## src/rtl/mu0_alu_pkg.sv

```systemverilog
// Shared types for the MU0 bit-serial ALU: op codes, controller states, default width.
package mu0_alu_pkg;

  localparam int MU0_WIDTH = 16;

  typedef enum logic [1:0] {
    OP_ADD   = 2'b00,
    OP_SUB   = 2'b01,
    OP_PASSB = 2'b10,
    OP_INCA  = 2'b11
  } op_t;

  typedef enum logic [1:0] {
    S_IDLE = 2'b00,
    S_RUN  = 2'b01,
    S_DONE = 2'b10
  } state_t;

  // Carry-in for bit 0: SUB completes the two's complement, INCA supplies the +1.
  function automatic logic op_cin0(op_t o);
    return (o == OP_SUB) || (o == OP_INCA);
  endfunction

endpackage

```

## src/rtl/alu1bit.sv

```systemverilog
// One-bit ALU slice: full adder with A gating and B inversion; outputs forced low in reset.
module alu1bit (
  input  logic reset,
  input  logic a,
  input  logic b,
  input  logic cin,
  input  logic aen,
  input  logic binv,
  output logic sum,
  output logic cout
);

  logic a_eff;
  logic b_eff;

  assign a_eff = a & aen;
  assign b_eff = b ^ binv;

  always_comb begin
    sum  = 1'b0;
    cout = 1'b0;
    if (!reset) begin
      sum  = a_eff ^ b_eff ^ cin;
      cout = (a_eff & b_eff) | (a_eff & cin) | (b_eff & cin);
    end
  end

endmodule

```

## src/rtl/mu0_serial_alu_ctrl.sv

```systemverilog
// Bit-serial MU0 ALU controller: one alu1bit slice sequenced LSB first over WIDTH cycles.
// Define MU0_SERIAL_ALU_FLAGS_EN to register Z/N/C flags; otherwise they are tied low.
module mu0_serial_alu_ctrl
  import mu0_alu_pkg::*;
#(
  parameter int WIDTH = MU0_WIDTH
) (
  input  logic             clk,
  input  logic             reset,
  input  logic             start,
  input  logic [1:0]       op,
  input  logic [WIDTH-1:0] a,
  input  logic [WIDTH-1:0] b,
  output logic             ready,
  output logic             busy,
  output logic             done,
  output logic [WIDTH-1:0] result,
  output logic             flag_z,
  output logic             flag_n,
  output logic             flag_c
);

  localparam int CW = $clog2(WIDTH);

  state_t           state_q, state_d;
  logic [WIDTH-1:0] a_q, a_d;
  logic [WIDTH-1:0] b_q, b_d;
  logic [WIDTH-1:0] res_q, res_d;
  logic [CW-1:0]    cnt_q, cnt_d;
  logic             carry_q, carry_d;
  logic             aen_q, aen_d;
  logic             binv_q, binv_d;
  logic             sum;
  logic             cout;
  logic             accept;
  logic             last_bit;
  op_t              op_in;

  assign op_in    = op_t'(op);
  assign accept   = (state_q == S_IDLE) && start;
  assign last_bit = (state_q == S_RUN) && (cnt_q == CW'(WIDTH - 1));

  alu1bit u_slice (
    .reset (reset),
    .a     (a_q[0]),
    .b     (b_q[0]),
    .cin   (carry_q),
    .aen   (aen_q),
    .binv  (binv_q),
    .sum   (sum),
    .cout  (cout)
  );

  always_comb begin
    state_d = state_q;
    a_d     = a_q;
    b_d     = b_q;
    res_d   = res_q;
    cnt_d   = cnt_q;
    carry_d = carry_q;
    aen_d   = aen_q;
    binv_d  = binv_q;
    case (state_q)
      S_IDLE: begin
        if (start) begin
          state_d = S_RUN;
          a_d     = a;
          b_d     = (op_in == OP_INCA) ? '0 : b;
          carry_d = op_cin0(op_in);
          aen_d   = (op_in != OP_PASSB);
          binv_d  = (op_in == OP_SUB);
          cnt_d   = '0;
          res_d   = '0;
        end
      end
      S_RUN: begin
        a_d     = a_q >> 1;
        b_d     = b_q >> 1;
        res_d   = {sum, res_q[WIDTH-1:1]};
        carry_d = cout;
        // Counter stops at WIDTH-1 so it never wraps inside an operation.
        if (last_bit) begin
          state_d = S_DONE;
        end else begin
          cnt_d = cnt_q + CW'(1);
        end
      end
      S_DONE:  state_d = S_IDLE;
      default: state_d = S_IDLE;
    endcase
  end

  always_ff @(posedge clk) begin
    if (reset) begin
      state_q <= S_IDLE;
      a_q     <= '0;
      b_q     <= '0;
      res_q   <= '0;
      cnt_q   <= '0;
      carry_q <= 1'b0;
      aen_q   <= 1'b0;
      binv_q  <= 1'b0;
    end else begin
      state_q <= state_d;
      a_q     <= a_d;
      b_q     <= b_d;
      res_q   <= res_d;
      cnt_q   <= cnt_d;
      carry_q <= carry_d;
      aen_q   <= aen_d;
      binv_q  <= binv_d;
    end
  end

  assign ready  = (state_q == S_IDLE);
  assign busy   = (state_q == S_RUN);
  assign done   = (state_q == S_DONE);
  assign result = res_q;

`ifdef MU0_SERIAL_ALU_FLAGS_EN
  logic fz_q, fz_d;
  logic fn_q, fn_d;
  logic fc_q, fc_d;

  // Flags see the final bit directly from the slice, i.e. the result being written this edge.
  always_comb begin
    fz_d = fz_q;
    fn_d = fn_q;
    fc_d = fc_q;
    if (accept) begin
      fz_d = 1'b0;
      fn_d = 1'b0;
      fc_d = 1'b0;
    end else if (last_bit) begin
      fz_d = (res_d == '0);
      fn_d = sum;
      fc_d = cout;
    end
  end

  always_ff @(posedge clk) begin
    if (reset) begin
      fz_q <= 1'b0;
      fn_q <= 1'b0;
      fc_q <= 1'b0;
    end else begin
      fz_q <= fz_d;
      fn_q <= fn_d;
      fc_q <= fc_d;
    end
  end

  assign flag_z = fz_q;
  assign flag_n = fn_q;
  assign flag_c = fc_q;
`else
  assign flag_z = 1'b0;
  assign flag_n = 1'b0;
  assign flag_c = 1'b0;
`endif

endmodule
```

## config.mk

```make
export PLATFORM = sky130hd
export DESIGN_NAME = mu0_serial_alu_ctrl
export DESIGN_NICKNAME = d
export VERILOG_FILES = /design/src/rtl/mu0_alu_pkg.sv /design/src/rtl/alu1bit.sv /design/src/rtl/mu0_serial_alu_ctrl.sv
export SDC_FILE = /design/constraint.sdc
export NUM_CORES = 1
export LEC_CHECK = 0
export ABC_AREA = 1
export ABC_CLOCK_PERIOD_IN_PS = 1400
export CAP_MARGIN = 20
export CORE_MARGIN = 2
export CORE_UTILIZATION = 40
export CTS_CLUSTER_DIAMETER = 80
export CTS_CLUSTER_SIZE = 8
export DETAILED_ROUTE_END_ITERATION = 10
export GPL_TIMING_DRIVEN = 0
export PLACE_DENSITY = 0.72
export SLEW_MARGIN = 20
export SYNTH_ARGS = -nofsm -noshare
export SYNTH_HDL_FRONTEND = slang
export SYNTH_HIERARCHICAL = 1
export SYNTH_SLANG_ARGS = --single-unit
```

## constraint.sdc

```tcl
create_clock -name clk -period 1.4 [get_ports clk]
set_input_delay 0.14 -clock clk [delete_from_list [all_inputs] [get_ports clk]]
set_output_delay 0.14 -clock clk [all_outputs]
set_load 0.02 [all_outputs]
```

* Word level (Yosys, flattened, before mapping)
Index checks and enable logic that the tools add are counted.
Word-level totals: flip-flop bits (word level) 57, input port bits 37, word-level logic and storage cells 50
Cells by class: $add $sub $neg 1, eq/ne operators 9, multiplexer cells 15, bitwise gates (word level) 9, reduce and logical (&&, ||, !) cells 8
Operators with widths (count):
- one-hot mux 16 bit (2 select lines) | 3
- 2-to-1 mux 16 bit | 4
- 2-to-1 mux 4 bit | 2
- one-hot mux 4 bit (2 select lines) | 1
- != test 2 bit (second input constant) | 3
- AND reduction 2 bit | 3
- adder 4 x 1 -> 4 bit (second input constant) | 1
- AND 1 bit | 4
- == test 2 x 1 -> 1 bit (second input constant) | 2
- == test 2 bit (second input constant) | 2
- == test 4 bit (second input constant) | 1
- 2-to-1 mux 2 bit | 2
- one-hot mux 2 bit (2 select lines) | 1
- AND reduction 3 bit | 1
- XOR 1 bit | 3
- logical NOT 2 bit | 1
- != test 2 x 1 -> 1 bit (second input constant) | 1
- bitwise OR 1 bit | 2
- one-hot mux 1 bit (2 select lines) | 1
- nonzero test 2 bit | 1
- logical AND 1 bit | 1
- logical OR 1 bit | 1
- 2-to-1 mux 1 bit | 1

* Logic depth before layout (Yosys ltp)
Gate-level depths: netlist of run 1.
depth in word-level cells 5, gate-level depth with buffers 8, depth with buffers taken out 8

* Hierarchy
Netlist of run 1, hierarchy kept.
Modules (own cells, without submodules):
- mu0_serial_alu_ctrl | instances 1, cells an instance 371, area an instance 2522.4 um2
- alu1bit | instances 1, cells an instance 10, area an instance 53.8 um2

* Least setup slack after synthesis of run 1
Ideal clock, no wire load.
kind flip-flop to flip-flop, from register state_q[0], to register aen_q, library setup time 0.116 ns, arrival 1.214 ns, required time 1.284 ns, setup slack 0.071 ns, cell stages (with the launch flop) 6, path through dfxtp_1 -> nor2_2 -> nand2_2 -> buf_6 -> o21ai_0 -> nor2_1
On the way: longest elaborated chain between the ends 2
Ends and longest elaborated chain:
- from (decl) | line mu0_serial_alu_ctrl.sv:25 | state_t state_q, state_d;
- from (signal assigned) | line mu0_serial_alu_ctrl.sv:104 | state_q <= state_d;
- logical NOT 2 bit
- via ready | line mu0_serial_alu_ctrl.sv:14 | output logic ready,
- AND reduction 2 bit (no source line)
- to (signal assigned) | line mu0_serial_alu_ctrl.sv:110 | aen_q <= aen_d;
- to (decl) | line mu0_serial_alu_ctrl.sv:31 | logic aen_q, aen_d;
The timed path passes the listed nets, and every way through them passes these cells. A chain may end at the register's enable or synchronous reset.

* Worst setup path after layout of run 1
from input port reset, to register res_q[8], in the netlist result[8]
RTL lines:
- from (decl) | line mu0_serial_alu_ctrl.sv:9 | input logic reset,
- to (signal assigned) | line mu0_serial_alu_ctrl.sv:107 | res_q <= res_d;
- to (decl) | line mu0_serial_alu_ctrl.sv:28 | logic [WIDTH-1:0] res_q, res_d;
No word-level cell between the ends.

==> reports/results.ini, run 1 <==
[run_status]
status = complete, no violations

[cells_and_area]
insertedDiodeCount = 0
layout_common_cells = nand2_1 (129), nor2_1 (71), dfxtp_1 (52)
fin_cells = 535
fin_util_pct = 55.8
area_delta_synth_final_pct = 35.9
fin_nets = 492
final_common_cell = nand2_1
final_area_mm2 = 0.00350
drive_gt1_share_pct = 12.4

[routing]
vias = 2552
dr.pass1.iters = 4
drc = 0
totalWireLength_um = 6440
ant_nets = 0
drt_iter0_markers = 149
avgViaCountPerCell = 4.77
routedWlPerCell_um = 12.0

[sta]
final.min_clock_period_ns = 1.36
setup_viol = 0
timing.final.crit_share_pct = 97.3
hold_viol_final = 0
rsz0062_at_grt = yes
clock.fmax_mhz = 734
fin_skew_ns = 0.00845
slew_violations = 0

[setup_path]
cp.arrival_ns = 1.58
path_cells = clkdlybuf4s50_1 > clkbuf_1 > clkbuf_1 > nor2_1
endpoint_kind = flop
cpMaxStageDelayCell = clkdlybuf4s50_1
slowest_delay_ns = 0.54
path_class = input port to flop
start_kind = input port
critPathMaxFanout = 10
crit_top_cell = clkbuf_1
critPathRequiredTime_ns = 1.61

[power_and_ir_drop]
ir_worst_vdd_v = 0.000668
power.switching_uw = 1060
pwr-share-comb_pct = 14.6
power_density_mw_per_mm2 = 1180
p_seq_share_pct = 42.5
clockPowerShare_pct = 42.9
switching_share_pct = 25.7
p_total_uw = 4140
internal-power_uw = 3080
p_leak_uw = 0.00168

[clock_network]
cts_made_buffers = 9
clockRootBuffer = clkbuf_8
htreeDepth = 3
clk_latency_ns = 0.34
clk_pin_slew_ns = 0.07
cts_tree = built
cts.path.max_buffers = 2
clock-sinks = 57

[yosys]
synthAdderAreaFrac_pct = 1.26
synthMuxAreaShare_pct = 0
synth_area_mm2 = 0.00258
yosysWarnings = 6
synthXorXnorAreaFrac_pct = 0
avgSynthCellArea_um2 = 6.76
ys_ff_latch = 57
yosys.area_share.simple_pct = 35.3
synth_compound_area_share_pct = 10.2
synth_top_family_by_area = simple AND/OR/NAND/NOR gates
ys_types = 25
syn_inst = 381
yosysSeqAreaShare_pct = 44.3

[die]
die_area_mm2 = 0.00710
rows = 29
die_w_um = 84.3
io_pins = 59
die_y_um = 84.3
initial_core_util_pct = 41.0
core_area_mm2 = 0.00628

[grt]
antenna_found_initial = 0
gr-usage-all-layers_pct = 18.7
grt_max_degree = 11
grt_first_pass_wirelength_um = 10800
grt_pass1_vias = 2413
gr-total-overflow = 0

[job]
cap_violations = 0

[placement]
io_buffers = 54
dp.final_hpwl_um = 4340
dpl.cell_count = 514
placed_cell_area_mm2 = 0.00322
gp_congestion = 0.851

[min_path]
hp-class = input port to flop

[area by class of cell]
type,count,area [µm²]
well taps,77,96.3
repair buffers,59,556
fillers,599,2780
inverters,26,97.6
clock buffers,12,155
multi-input cells,277,1230
clock inverters,4,75.1
flip-flops and latches,57,1150
plain buffers,23,138
[cell usage after synthesis (all sizes together)]
cell type	instances	area (µm²)
a21oi	10	50.1
a22oi	16	120
and2	1	6.26
buf	18	109
clkbuf	5	18.8
clkinv	1	3.75
conb	1	3.75
dfxtp	57	1140
fa	1	20.0
ha	1	12.5
inv	25	93.8
nand2	131	494
nand3	15	75.1
nand4	7	43.8
nor2	73	284
o21ai	18	93.8
or2	1	6.26
[layer usage]
metal / wire (µm) / vias up / GRT usage, %
met5: 0 / - / 0
met4: 116 / 0 / 9.68
met3: 307 / 9 / 3.74
met2: 2890 / 60 / 30.3
met1: 3120 / 1140 / 23.6
li1: - / 1343 / -
[through the flow]
step	hold slack (ns)	setup TNS, ns	setup WS [ns]
final	0.282	0	0.0380
after global routing	0.306	-0.316	-0.0415
after CTS	0.268	0	0.00269
after detailed placement	0.464	-10.56	-0.373
after global placement	0.454	-10.17	-0.365
after floorplan	0.283	0	0.0707
[state kept, by name (all words and copies together) (netlist names)]
signal and cells:
aen_q 1, carry_q 1, result 16, binv_q 1
a_q 16, cnt_q 4, b_q 16, state_q 2
[critical path: cells and delay by family]
family	cells	cell delay, ns
and+or+nand+nor	1	0.10
buffers and inverters	3	1.34
[logic make-up (layout without fill, tap and decap cells)]
group	after synthesis	in the layout
other cells	1	3
simple gates	228	228
flops	57	57
fa+ha+maj	2	2
compound gates	44	44
buf+inv	49	124
[what timing repair did]
| item | CTS | global route |
|---|---|---|
| hold endpoints to repair | 0 | 0 |
| pin swaps | 1 | 4 |
| gates resized for setup | 32 | 18 |
| setup buffers | 1 | 4 |
| hold buffers | 0 | 0 |
| endpoints found under the setup margin | 31 | 51 |
[power groups by stage]
stage,clock network (µW),logic [µW],registers (µW)
floorplan,0,364,1780
detailed placement,0,569,1790
global route,1870,683,1770
finish,1780,605,1760
global placement,0,561,1790
CTS,1790,578,1760
[path summary, 6_finish.rpt]
| path | depth (start not counted) | start | endpoint | slack, ns |
|---|---|---|---|---|
| hold reg to reg | 2 | a_q[15]$_SDFFE_PP0P_ | a_q[15]$_SDFFE_PP0P_ | 0.47 |
| hold / removal | 5 | start | b_q[2]$_SDFFE_PP0P_ | 0.28 |
| setup / recovery | 4 | reset | result[8]$_SDFFE_PP0P_ | 0.04 |
| setup reg to reg | 7 | b_q[0]$_SDFFE_PP0P_ | result[15]$_SDFFE_PP0P_ | 0.07 |
Note: power is estimated with default switching activity, not from simulation.
==> run 2: changes to the inputs <==
==> constraint.sdc (replaced) <==
create_clock -name clk -period 1.4 [get_ports clk]
set_input_delay 0.28 -clock clk [delete_from_list [all_inputs] [get_ports clk]]
set_output_delay 0.28 -clock clk [all_outputs]
set_load 0.02 [all_outputs]
==> run 2 against run 1 <==
- the flow now finishes with violations (setup timing)
- critical path depth did not move
- sequential share of layout area up 0.095 points
- clock-buffer cell count unchanged
- largest power group unchanged
- highest routed layer unchanged
==> reports/results.ini, run 2 (synthesized netlist as in run 1, its figures left out) <==
[die]
initial_core_util_pct = 41.0  ; unchanged
die_y_um = 84.3  ; unchanged
rows = 29  ; unchanged
io_pins = 59  ; unchanged
core_area_mm2 = 0.00628  ; unchanged
die_area_mm2 = 0.00710  ; unchanged
die_w_um = 84.3  ; unchanged

[cells_and_area]
area_delta_synth_final_pct = 35.8  ; was 35.9%
n_fill_cell = 599  ; unchanged
drive_gt1_share_pct = 13.6  ; was 12.4%
final_area_mm2 = 0.00350  ; about the same
layout_common_cells = nand2_1 (128), nor2_1 (70), dfxtp_1 (52)  ; was nand2_1 (129), nor2_1 (71), dfxtp_1 (52)
insertedDiodeCount = 0  ; unchanged
multiInputGateArea_mm2 = 0.00124  ; was 0.00123 mm²
fin_cells = 533  ; was 535
final_common_cell = nand2_1  ; unchanged
fin_nets = 490  ; was 492
ff_latch_area_mm2 = 0.00115  ; about the same

[setup_path]
critPathRequiredTime_ns = 1.12  ; was 1.61 ns
path_class = flop to output port  ; was input port to flop
r2r-start = b_q[0]$_SDFFE_PP0P_  ; unchanged
critPathLaunch = state_q[0]$_SDFFE_PP0P_  ; was reset
reg2reg_to = result[15]$_SDFFE_PP0P_  ; unchanged
critPathMaxFanout = 5  ; was 10
r2r_cells = 7  ; unchanged
endpoint_kind = output port  ; was flop
cp.arrival_ns = 1.17  ; was 1.58 ns
r2r_setup_slack_ns = 0.07  ; about the same
start_kind = flop  ; was input port
cp-endpoint = busy  ; was result[8]$_SDFFE_PP0P_
cpMaxStageDelayCell = dfxtp_4  ; was clkdlybuf4s50_1
crit_top_cell = buf_6  ; was clkbuf_1
slowest_delay_ns = 0.41  ; was 0.54 ns
path_cells = inv_4 > nor2_4 > buf_6 > buf_6  ; was clkdlybuf4s50_1 > clkbuf_1 > clkbuf_1 > nor2_1

[power_and_ir_drop]
clockPowerShare_pct = 43.0  ; was 42.9%
pwr-share-comb_pct = 14.5  ; was 14.6%
switching_share_pct = 25.7  ; about the same
power_density_mw_per_mm2 = 1180  ; about the same
p_leak_uw = 0.00168  ; about the same
p_seq_share_pct = 42.6  ; was 42.5%
power.switching_uw = 1060  ; about the same
internal-power_uw = 3070  ; was 3080 µW
ir_worst_vdd_v = 0.000669  ; was 0.000668 V

[routing]
drt_iter0_markers = 132  ; was 149
drc = 0  ; unchanged
met3_length_um = 291  ; was 307 µm
routedWlPerCell_um = 12.0  ; about the same
wl_met2_um = 2850  ; was 2890 µm
totalWireLength_um = 6400  ; was 6440 µm
vias = 2558  ; was 2552
avgViaCountPerCell = 4.80  ; was 4.77
met1_length_um = 3150  ; was 3120 µm
dr.pass1.iters = 4  ; unchanged
top_layer = met4  ; unchanged
ant_nets = 0  ; unchanged

[run_status]
violations = setup timing
status = finished, violations left  ; was complete, no violations

[clock_network]
clk_latency_ns = 0.34  ; about the same
cts.path.max_buffers = 2  ; unchanged
clk_pin_slew_ns = 0.07  ; about the same
htreeDepth = 3  ; unchanged
clockRootBuffer = clkbuf_8  ; unchanged
cts_made_buffers = 9  ; unchanged
cts_tree = built  ; unchanged
clock-sinks = 57  ; unchanged

[job]
cap_violations = 0  ; unchanged

[sta]
rsz0062_at_grt = yes  ; unchanged
final.min_clock_period_ns = 1.45  ; was 1.36 ns
slew_violations = 0  ; unchanged
setup_slack_ns = -0.0469  ; was 0.0380 ns
timing.final.crit_share_pct = 103  ; was 97.3%
whs_ns = 0.427  ; was 0.282 ns
fin_skew_ns = 0.0105  ; was 0.00845 ns
hold_viol_final = 0  ; unchanged
clock.fmax_mhz = 691  ; was 734 MHz
setup_viol = 1  ; was 0

[grt]
grt_max_degree = 11  ; unchanged
grt_pass1_vias = 2414  ; was 2413
gr-usage-all-layers_pct = 18.8  ; was 18.7%
grt_first_pass_wirelength_um = 10900  ; was 10800 µm
gr-total-overflow = 0  ; unchanged
antenna_found_initial = 0  ; unchanged

[min_path]
hp-class = input port to flop  ; unchanged

[placement]
dp.final_hpwl_um = 4340  ; unchanged
gp_congestion = 0.851  ; unchanged
placed_cell_area_mm2 = 0.00322  ; unchanged
io_buffers = 54  ; unchanged
dpl.cell_count = 514  ; unchanged

[run 2: timing repair]
item,in CTS,in global routing
gates resized for setup,38,25
pin swaps,2,2
setup buffers,2,1
setup endpoints to repair,43,35
hold buffers,0,0
[run 2: worst max-delay path: cells and delay by family (launching register included)]
family        cells  cell delay (ns)
flops             1             0.41
buf+inv           3             0.30
simple gates      1             0.13
[run 2: through the flow]
step	worst slack, ns	power (µW)	utilization [%]	TNS [ns]
3_5_place_dp	-0.513	2360	51.3	-17.74
2_1_floorplan	0.0707	2150	-	0
4_1_cts	-0.0801	4130	55.0	-0.0801
3_3_place_gp	-0.505	2350	51.3	-17.37
6_report	-0.0469	4140	55.8	-0.0469
5_1_grt	-0.0781	4320	55.8	-0.137
[run 2: routing by layer]
layer | GRT usage [%] | vias up
met5 | 0 | -
met4 | 9.97 | 0
met3 | 3.54 | 7
met2 | 30.1 | 60
met1 | 24.2 | 1153
li1 | - | 1338
[run 2: power by group through the flow]
stage                     logic (µW)  clock network, µW  registers, µW
after floorplan                  364                  0           1780
after global placement           561                  0           1790
after detailed placement         569                  0           1790
after CTS                        582               1790           1760
after global routing             678               1870           1770
final                            598               1780           1760
[run 2: layout make-up]
| class | count | area share, % |
|---|---|---|
| buffer | 23 | 4.08 |
| clock buffer | 12 | 4.43 |
| clock inverter | 4 | 2.15 |
| inverter | 26 | 2.97 |
| multi-input combinational | 277 | 35.4 |
| sequential | 57 | 32.9 |
| tap | 77 | 2.75 |
| timing repair buffer | 57 | 15.3 |
[run 2: worst min-delay path by stage]
stage / from / end / slack, ns / cells after the start
detailed placement: a_q[15]$_SDFFE_PP0P_ / a_q[15]$_SDFFE_PP0P_ / 0.46 / 2
floorplan: a[15] / a_q[15]$_SDFFE_PP0P_ / 0.42 / 2
CTS: start / b_q[12]$_SDFFE_PP0P_ / 0.41 / 5
global route: start / b_q[7]$_SDFFE_PP0P_ / 0.45 / 5
global placement: a_q[15]$_SDFFE_PP0P_ / a_q[15]$_SDFFE_PP0P_ / 0.45 / 2
finish: start / b_q[12]$_SDFFE_PP0P_ / 0.43 / 5
==> run 3: changes to the inputs <==
Settings changed: CAP_MARGIN 20 to default, SKIP_CTS_REPAIR_TIMING from default to 1.
==> run 3 against run 2 <==
- the flow still finishes with violations (setup timing)
- sequential share of layout area fell by 1.4 points
- global-route usage down 0.47 points
- die area is the same
- utilization rose by 2.4 points
- clock power is essentially flat
- largest power group unchanged
- highest routed layer unchanged
==> reports/results.ini, run 3 (synthesized netlist as in run 1, its figures left out) <==
[min_path]
hp-start = start  ; unchanged
hp-class = input port to flop  ; unchanged

[routing]
drt_iter0_markers = 155  ; was 132
avgViaCountPerCell = 4.77  ; was 4.80
totalWireLength_um = 6540  ; was 6400 µm
vias = 2578  ; was 2558
routedWlPerCell_um = 12.1  ; was 12.0 µm
dr.pass1.iters = 4  ; unchanged
ant_nets = 0  ; unchanged
drc = 0  ; unchanged

[clock_network]
clockRootBuffer = clkbuf_8  ; unchanged
clk_pin_slew_ns = 0.07  ; about the same
cts.path.max_buffers = 2  ; unchanged
cts_tree = built  ; unchanged
clk_latency_ns = 0.34  ; about the same
htreeDepth = 3  ; unchanged
clock-sinks = 57  ; unchanged
cts_made_buffers = 9  ; unchanged

[cells_and_area]
fin_nets = 497  ; was 490
n_fill_cell = 567  ; was 599
layout_common_cells = nand2_1 (127), nor2_1 (70), dfxtp_1 (53)  ; was nand2_1 (128), nor2_1 (70), dfxtp_1 (52)
area_delta_synth_final_pct = 41.6  ; was 35.8%
drive_gt1_share_pct = 15.1  ; was 13.6%
fin_util_pct = 58.1  ; was 55.8%
final_common_cell = nand2_1  ; unchanged
final_area_mm2 = 0.00365  ; was 0.00350 mm²
insertedDiodeCount = 0  ; unchanged

[power_and_ir_drop]
ir_worst_vdd_v = 0.000673  ; was 0.000669 V
p_leak_uw = 0.00195  ; was 0.00168 µW
power_density_mw_per_mm2 = 1150  ; was 1180 mW/mm²

[setup_path]
critPathRequiredTime_ns = 1.12  ; about the same
path_class = flop to output port  ; unchanged
endpoint_kind = output port  ; unchanged
cp.arrival_ns = 1.22  ; was 1.17 ns
start_kind = flop  ; unchanged
critPathMaxFanout = 7  ; was 5
critPathLaunch = state_q[0]$_SDFFE_PP0P_  ; unchanged
r2r-start = state_q[0]$_SDFFE_PP0P_  ; was b_q[0]$_SDFFE_PP0P_

[die]
die_w_um = 84.3  ; unchanged
io_pins = 59  ; unchanged
rows = 29  ; unchanged
initial_core_util_pct = 41.0  ; unchanged
core_area_mm2 = 0.00628  ; unchanged
die_area_mm2 = 0.00710  ; unchanged
die_y_um = 84.3  ; unchanged

[sta]
slew_violations = 0  ; unchanged
hold_viol_final = 0  ; unchanged
rsz0062_at_grt = yes  ; unchanged
fin_skew_ns = 0.0112  ; was 0.0105 ns
setup_viol = 3  ; was 1
final.min_clock_period_ns = 1.50  ; was 1.45 ns
setup_slack_ns = -0.101  ; was -0.0469 ns
clock.fmax_mhz = 666  ; was 691 MHz
tns_ns = -0.146  ; was -0.0469 ns
timing.final.crit_share_pct = 107  ; was 103%

[placement]
io_buffers = 54  ; unchanged
dp.final_hpwl_um = 4340  ; unchanged
placed_cell_area_mm2 = 0.00322  ; unchanged
gp_congestion = 0.851  ; unchanged

[grt]
grt_first_pass_wirelength_um = 10600  ; was 10900 µm
gr-total-overflow = 0  ; unchanged
top_usage_layer = met2  ; unchanged
grt_max_degree = 11  ; unchanged
grt_util_met3_pct = 3.64  ; was 3.54%
antenna_found_initial = 0  ; unchanged
grt_pass1_vias = 2393  ; was 2414
grtUsageMet1_pct = 23.4  ; was 24.2%
gr-usage-all-layers_pct = 18.4  ; was 18.8%
use_met2_pct = 29.4  ; was 30.1%

[run_status]
status = finished, violations left  ; unchanged
violations = setup timing  ; unchanged

[job]
cap_violations = 0  ; unchanged

[run 3: cell types whose count changed in the layout (fill, tap and decap cells not counted), sizes merged]
cell / previous run / this run
buf: 24 / 31
dlymetal6s2s: 0 / 16
dlygate4sd2: 16 / 0
[run 3: path summary, 6_finish.rpt]
kind / end / slack, ns / cells after the start
setup / recovery: busy / -0.10 / 4
hold / removal: b_q[12]$_SDFFE_PP0P_ / 0.43 / 5
setup reg to reg: cnt_q[1]$_SDFFE_PP0P_ / -0.02 / 11
hold reg to reg: a_q[15]$_SDFFE_PP0P_ / 0.47 / 2
[run 3: per-layer routing]
layer | share of wire [%] | wire length [µm]
met2 | 45 | 2970
met5 | 0 | 0
met4 | 2.0 | 132
met3 | 5.0 | 328
met1 | 48 | 3110
[run 3: layout make-up]
| class | instances | area, µm² | share of cell area, % |
|---|---|---|---|
| clock inverter | 4 | 75.1 | 2.06 |
| multi-input combinational | 277 | 1260 | 34.5 |
| timing repair buffer | 65 | 671 | 18.4 |
| buffer | 22 | 138 | 3.77 |
| tap | 77 | 96.3 | 2.64 |
| clock buffer | 12 | 155 | 4.25 |
| sequential | 57 | 1150 | 31.5 |
| inverter | 26 | 104 | 2.85 |
[run 3: power breakdown]
part,internal (µW),switching (µW)
sequential,1710,49.1
clock,1100,679
combinational,294,352
[run 3: worst max-delay path, cell delays in order (launching register included)]
cell and delay (ns):
dfxtp_4 0.38, inv_2 0.05, nor2_4 0.19, buf_6 0.15, buf_6 0.11
[run 3: per-stage QoR]
stage               total power (µW)  hold slack (ns)  cells  setup slack (ns)
finish                          4180            0.426    540            -0.101
global route                    4360            0.448    540            -0.133
CTS                             4120            0.410    530            -0.827
detailed placement              2360            0.464    514            -0.513
global placement                2350            0.454    514            -0.505
floorplan                       2150            0.423    383            0.0707
